==> config.mk <==
export PLATFORM = sky130hd
export DESIGN_NAME = seq_generator
export DESIGN_NICKNAME = d
export VERILOG_FILES = /design/src/rtl/seq_pkg.sv /design/src/rtl/seq_generator.sv
export SDC_FILE = /design/constraint.sdc
export NUM_CORES = 1
export LEC_CHECK = 0
export ABC_AREA = 1
export CAP_MARGIN = 40
export CORE_ASPECT_RATIO = 0.5
export CORE_MARGIN = 2
export CORE_UTILIZATION = 35
export DETAILED_ROUTE_END_ITERATION = 7
export GPL_TIMING_DRIVEN = 0
export SLEW_MARGIN = 10
export SYNTH_ARGS = -nofsm -noshare
export SYNTH_HDL_FRONTEND = slang
export SYNTH_SLANG_ARGS = --single-unit
==> constraint.sdc <==
create_clock -name clk -period 1.8 [get_ports clk]
set_input_delay 0.18 -clock clk [delete_from_list [all_inputs] [get_ports clk]]
set_output_delay 0.18 -clock clk [all_outputs]
set_load 0.1 [all_outputs]
==> src/rtl/seq_pkg.sv <==
// Shared definitions for the serial pattern generator.
// The 2-bit state width matches the detector family's state output.
package seq_pkg;

    localparam int SEQ_STATE_W = 2;
    localparam logic SEQ_IDLE_LEVEL_DEFAULT = 1'b1;

    typedef enum logic [SEQ_STATE_W-1:0] {
        SEQ_IDLE  = 2'd0,
        SEQ_SHIFT = 2'd1,
        SEQ_GAP   = 2'd2,
        SEQ_DONE  = 2'd3
    } seq_state_e;

endpackage

==> src/rtl/seq_generator.sv <==
// Serial bit-pattern transmitter: captures a pattern on start and shifts it out
// MSB-first, optionally repeating with an idle gap, then pulses o_done.
module seq_generator
    import seq_pkg::*;
#(
    parameter int   WIDTH      = 8,
    parameter int   LEN_W      = 4,
    parameter int   REP_W      = 4,
    parameter int   GAP_CYCLES = 2,
    parameter logic IDLE_LEVEL = SEQ_IDLE_LEVEL_DEFAULT
) (
    input  logic                   clk,
    input  logic                   reset,
    input  logic                   i_start,
    input  logic [WIDTH-1:0]       i_pattern,
    input  logic [LEN_W-1:0]       i_len,
    input  logic [REP_W-1:0]       i_repeat,
    output logic                   o_seq,
    output logic                   o_valid,
    output logic                   o_busy,
    output logic                   o_done,
    output logic [SEQ_STATE_W-1:0] state
);

    localparam int IDX_W = (WIDTH > 1) ? $clog2(WIDTH) : 1;
    localparam int GAP_W = (GAP_CYCLES > 1) ? $clog2(GAP_CYCLES) : 1;
    localparam logic [LEN_W-1:0] LEN_MAX  = LEN_W'(WIDTH);
    localparam logic [GAP_W-1:0] GAP_LAST = GAP_W'((GAP_CYCLES > 0) ? GAP_CYCLES - 1 : 0);

    seq_state_e       r_state, w_state_n;
    logic [WIDTH-1:0] r_pattern, w_pattern_n;
    logic [IDX_W-1:0] r_idx, w_idx_n;
    logic [IDX_W-1:0] r_last, w_last_n;
    logic [GAP_W-1:0] r_gap, w_gap_n;
    logic [REP_W-1:0] r_rep, w_rep_n;
    logic [LEN_W-1:0] w_len_eff;
    logic             r_seq, r_valid, r_busy, r_done;

    // r_rep holds the transmissions still owed after the current one.
    always_comb begin
        w_state_n   = r_state;
        w_pattern_n = r_pattern;
        w_idx_n     = r_idx;
        w_last_n    = r_last;
        w_gap_n     = r_gap;
        w_rep_n     = r_rep;
        w_len_eff   = (i_len > LEN_MAX) ? LEN_MAX : i_len;

        case (r_state)
            SEQ_IDLE: begin
                if (i_start && (i_len != '0)) begin
                    w_state_n   = SEQ_SHIFT;
                    w_pattern_n = i_pattern;
                    w_last_n    = IDX_W'(w_len_eff - LEN_W'(1));
                    w_idx_n     = IDX_W'(w_len_eff - LEN_W'(1));
                    w_rep_n     = (i_repeat == '0) ? '0 : i_repeat - REP_W'(1);
                end
            end
            SEQ_SHIFT: begin
                if (r_idx != '0) begin
                    w_idx_n = r_idx - IDX_W'(1);
                end else if (r_rep != '0) begin
                    w_rep_n = r_rep - REP_W'(1);
                    if (GAP_CYCLES > 0) begin
                        w_state_n = SEQ_GAP;
                        w_gap_n   = GAP_LAST;
                    end else begin
                        w_idx_n = r_last;
                    end
                end else begin
                    w_state_n = SEQ_DONE;
                end
            end
            SEQ_GAP: begin
                if (r_gap == '0) begin
                    w_state_n = SEQ_SHIFT;
                    w_idx_n   = r_last;
                end else begin
                    w_gap_n = r_gap - GAP_W'(1);
                end
            end
            SEQ_DONE: begin
                w_state_n = SEQ_IDLE;
            end
            default: w_state_n = SEQ_IDLE;
        endcase
    end

    // Outputs are registered from the next-state view so they line up with state.
    always_ff @(posedge clk or posedge reset) begin
        if (reset) begin
            r_state   <= SEQ_IDLE;
            r_pattern <= '0;
            r_idx     <= '0;
            r_last    <= '0;
            r_gap     <= '0;
            r_rep     <= '0;
            r_seq     <= IDLE_LEVEL;
            r_valid   <= 1'b0;
            r_busy    <= 1'b0;
            r_done    <= 1'b0;
        end else begin
            r_state   <= w_state_n;
            r_pattern <= w_pattern_n;
            r_idx     <= w_idx_n;
            r_last    <= w_last_n;
            r_gap     <= w_gap_n;
            r_rep     <= w_rep_n;
            r_seq     <= (w_state_n == SEQ_SHIFT) ? w_pattern_n[w_idx_n] : IDLE_LEVEL;
            r_valid   <= (w_state_n == SEQ_SHIFT);
            r_busy    <= (w_state_n != SEQ_IDLE);
            r_done    <= (w_state_n == SEQ_DONE);
        end
    end

    assign o_seq   = r_seq;
    assign o_valid = r_valid;
    assign o_busy  = r_busy;
    assign o_done  = r_done;
    assign state   = r_state;

endmodule

### Yosys cells after proc, flatten, opt, wreduce, memory -nomap -nowiden

Cells that the tools add are included.

* multiplexer cells: 24
* add/sub/neg operators: 5
* reductions and logical operators: 12
* eq/ne operators: 8
* order comparisons: 2

Operators with widths (number)
* $mux 4: 4
* $mux 8: 2
* $mux 3: 4
* $pmux 3 s3: 1
* $pmux 2 s4: 1
* $pmux 4 s2: 1
* $reduce_bool 4->1: 2
* $sub 4x1->4 const B: 2
* $eq 2x2->1 const B: 3
* $mux 1: 6
* $mux 2: 3
* $ne 2x2->1 const B: 3
* $reduce_bool 2->1: 3
* $sub 3x1->3 const B: 2
* $eq 2x1->1 const B: 2
* $gt 4x4->1 const B: 1
* $logic_not 4->1: 1
* $lt 3x4->1 const B: 1
* $reduce_and 4->1: 1
* $bmux 1 s3: 1
* $reduce_and 3->1: 1
* $reduce_bool 3->1: 1
* $logic_not 2->1: 1
* $pmux 1 s2: 1
* 3 further kinds: 3

* flip-flop bits (word level): 25
* output and inout port bits: 6
* bits of input ports: 19
* word-level logic and storage cells: 61

### Logic depth before layout (Yosys ltp)

* depth in word-level cells: 8
* mapped depth: 12
* mapped depth without buffers: 12

### Worst setup path after synthesis

OpenSTA, ideal clock, no wires.

* kind: reg2reg
* start point: register r_state[0] (netlist: state[0])
* end point: register r_seq (netlist: o_seq)
* setup slack: -0.193 ns
* clock period less this slack: 1.993 ns
* arrival time: 1.929 ns
* cell stages (with the launch flop): 11
* setup time: 0.064 ns
* path through: dfrtp_1 nand2_2 nor2_2 nor2_4 nand3_4 nand2_4 nand2_4 nand2_1 nand3_1 nand3_1 nand3_1

* word-level cells in the longest chain between the ends: 5
* elaborated cells between the ends (all ways): 14

RTL lines
* start: declaration: line seq_generator.sv:30 `seq_state_e r_state, w_state_n;`
* start signal: assignment: line seq_generator.sv:103 `r_state <= w_state_n;`
* $eq 2x2->1, or another cell as far along: line seq_generator.sv:49 `case (r_state)`
* $pmux 3 s3 *: line seq_generator.sv:49
* named net w_idx_n[0]: line seq_generator.sv:32 `logic [IDX_W-1:0] r_idx, w_idx_n;`
* $bmux 1 s3 *: line seq_generator.sv:109 `r_seq <= (w_state_n == SEQ_SHIFT) ? w_pattern_n[w_idx_n] : IDLE_LEVEL;`
* $mux 1 (implied by the code) *: line seq_generator.sv:109
* $mux 1 *: line seq_generator.sv:109
* end signal: assignment: line seq_generator.sv:109
* end: declaration: line seq_generator.sv:37 `logic r_seq, r_valid, r_busy, r_done;`

The timed path passes the listed nets; every way through them passes the cells marked *. The select of a mux whose other input is x is not followed.
A chain may end at the register's enable or synchronous reset.

### Final worst setup path

* start point: register r_seq (netlist: o_seq)
* end point: output port o_seq

RTL lines
* end: declaration: line seq_generator.sv:18 `output logic o_seq,`

No word-level cell between the ends.

==> metrics.yaml <==
status: "complete, no violations"
regArea_um2: 631
ir_drop_mv: 0.542
min_path_type: "in -> async"
arrival_ns: 1.50
synthSimpleGateAreaFrac_pct: 34.3
start_util_pct: 36.1
cts_root_buffer: "clkbuf_8"
setup_viol: 0
synth_cell_types: 22
synth_seq_cells: 25
timing.final.crit_share_pct: 93.3
synth_seq_area_share_pct: 45.0
first_global_vias: 1167
fp-row-count: 16
fin_nets: 238
drive_above_1_share_pct: 16.9
drtIter0Drc: 61
area_growth_pct: 33.8
hpwlAfterDp_um: 2220
vias: 1219
synth_commonest_cells: "59 x nand2_1, 24 x dfrtp_1, 20 x inv_1"
synth_fp_nets: 202
wl_um: 2880
final_area_um2: 1870
tns_ns: 0
synth_top_family_by_area: "simple AND/OR/NAND/NOR gates"
worstPathRequired_ns: 1.62
fmax_mhz: 595
crit_path_end_kind: "output port"
layout_min_cycle_time_ns: 1.68
ys_warn_count: 0
rrSetupSlack_ns: 0.15
synthMuxAreaShare_pct: 0
cts_buffer_depth: 2
slew_viol_final: 0
postCtsSetupBuffers: 0
postSynthCellCount: 178
place_inst: 263
die_x_um: 93.2
post-route-drc-count: 0
htreeDepth: 1
drtPass1Iterations: 4
rr_worst_depth: 12
post-synth-top-count-cell: "nand2_1"
crit_fanout: 1
slowest_delay_ns: 0.52
worstMarginPinSlew_ns: 0.537
synth_top_area_share_pct: 43.1
clk_latency_ns: 0.27
synth_edf_count: 0
gp_congestion: 0.771
fin_cells: 267
clock-sinks: 25
fin_ws_ns: 0.120
cp_slowest_cell: "dfstp_2"
worst_setup_path_start_kind: "flip-flop"
clk_pin_slew_ns: 0.09
grtUsageTotal_pct: 14.6
fin_skew_ns: 0.00387
coreArea_um2: 3860
detailedPlace.worstSlack_ns: -0.176
relSlewSlack_pct: 64.2
pin_count: 25
grt_pass1_wl_um: 5150
antenna_cells: 0
wl_per_cell_um: 10.8
p_leak_nw: 0.921
place_area_um2: 1810
synth_xor_area_share_pct: 1.89
avgSynthCellArea_um2: 7.83
synth_adder_area_share_pct: 4.49
cellPowerDensity_nw_per_um2: 2020
port_buffers: 24
maxCapViolations: 0
cts_hold_buf: 0
synth-compound-area-share_pct: 7.63
ys_top_cells_by_area: "dfrtp_1 43%, nand2_1 16%, nand3_1 6.1%"
grt_max_degree: 14
ys.flop_type: "dfrtp_1"
die-height_um: 48.6
fp.dieArea_um2: 4530
yosysTopAreaCell: "dfrtp_1"
hold_viol: 0
cts_resized: 0
fillers: 379
cts_tree: "yes"
multi_input_area_um2: 683
async_flop_share_pct: 100
cp_cell_sequence: "clkdlybuf4s50_1, buf_8"
drt.antenna.violating_nets: 0
vias_per_cell: 4.57
cts_buffers: 3
antenna_found_initial: 0
overflow: 0
critPathKind: "reg -> out"
mappedNetlistArea_um2: 1390
fin_worst_hold_slack_ns: 0.244
registers in the layout, summed over array words and instances (netlist names):
name	cells
r_pattern	8
r_rep	4
r_idx	3
r_last	3
state	2
o_busy	1
o_done	1
o_seq	1
o_valid	1
r_gap	1
stage by stage:
stage | total power [mW] | utilization (%)
5_1_grt | 4.12 | 48.3
4_1_cts | 3.75 | 48.0
3_3_place_gp | 3.16 | 44.1
6_report | 3.77 | 48.3
3_5_place_dp | 3.41 | 46.8
2_1_floorplan | 2.71 | -
layout make-up:
cell class	instances	share of cell area [%]
Multi-Input combinational cell	129	36.6
Sequential cell	25	33.8
Timing Repair Buffer	31	18.5
Inverter	23	4.63
Tap cell	54	3.62
Clock buffer	4	2.41
Buffer	1	0.402
kinds of logic (layout without fill, tap and decap cells):
family	Yosys count	in the layout
and+or+nand+nor	101	101
xor gates and xnor gates	3	3
adders and majority gates	5	5
buffers and inverters	24	59
AOI/OAI and AO/OA	20	20
DFF	25	25
per-layer routing:
layer / share of wire [%] / wire length (um) / global-route usage [%] / up-vias
met3: 4.0 / 114 / 4.05 / 0
met5: 0 / 0 / 0 / -
met4: 0 / 0 / 4.17 / 0
li1: - / - / - / 634
met2: 45 / 1310 / 22.9 / 24
met1: 51 / 1460 / 19.8 / 561
layout by cell type, fill, tap and decap left out, types with 5 or more instances in the layout:
| cell | netlist | final |
|---|---|---|
| clkdlybuf4s50_1 | 0 | 24 |
| nand3_1 | 17 | 17 |
| buf_8 | 0 | 7 |
| o21ai_0 | 12 | 12 |
| nor2_1 | 8 | 8 |
| nor2_2 | 5 | 5 |
| nand2_1 | 59 | 58 |
| ha_1 | 5 | 5 |
| inv_1 | 20 | 20 |
| dfrtp_1 | 24 | 21 |
final timing paths:
path                                 to    startpoint
max                               o_seq         o_seq
min                           r_last[1]         reset
max reg2reg                       o_seq      r_idx[0]
min reg2reg                r_pattern[6]  r_pattern[6]
max in group asynchronous         o_seq         reset
min in group clk           r_pattern[5]  i_pattern[5]
power breakdown:
part	total [mW]	switching (mW)	internal, mW
clock network	0.333	0.175	0.158
logic	2.41	1.54	0.866
registers	1.03	0.169	0.858
total	3.77	1.89	1.88
worst max-delay path: cells and delay by family (launching register included):
family                 cells  cell delay (ns)
buffers and inverters      2             0.70
flip-flops                 1             0.52
(Power assumes the default switching activity.)
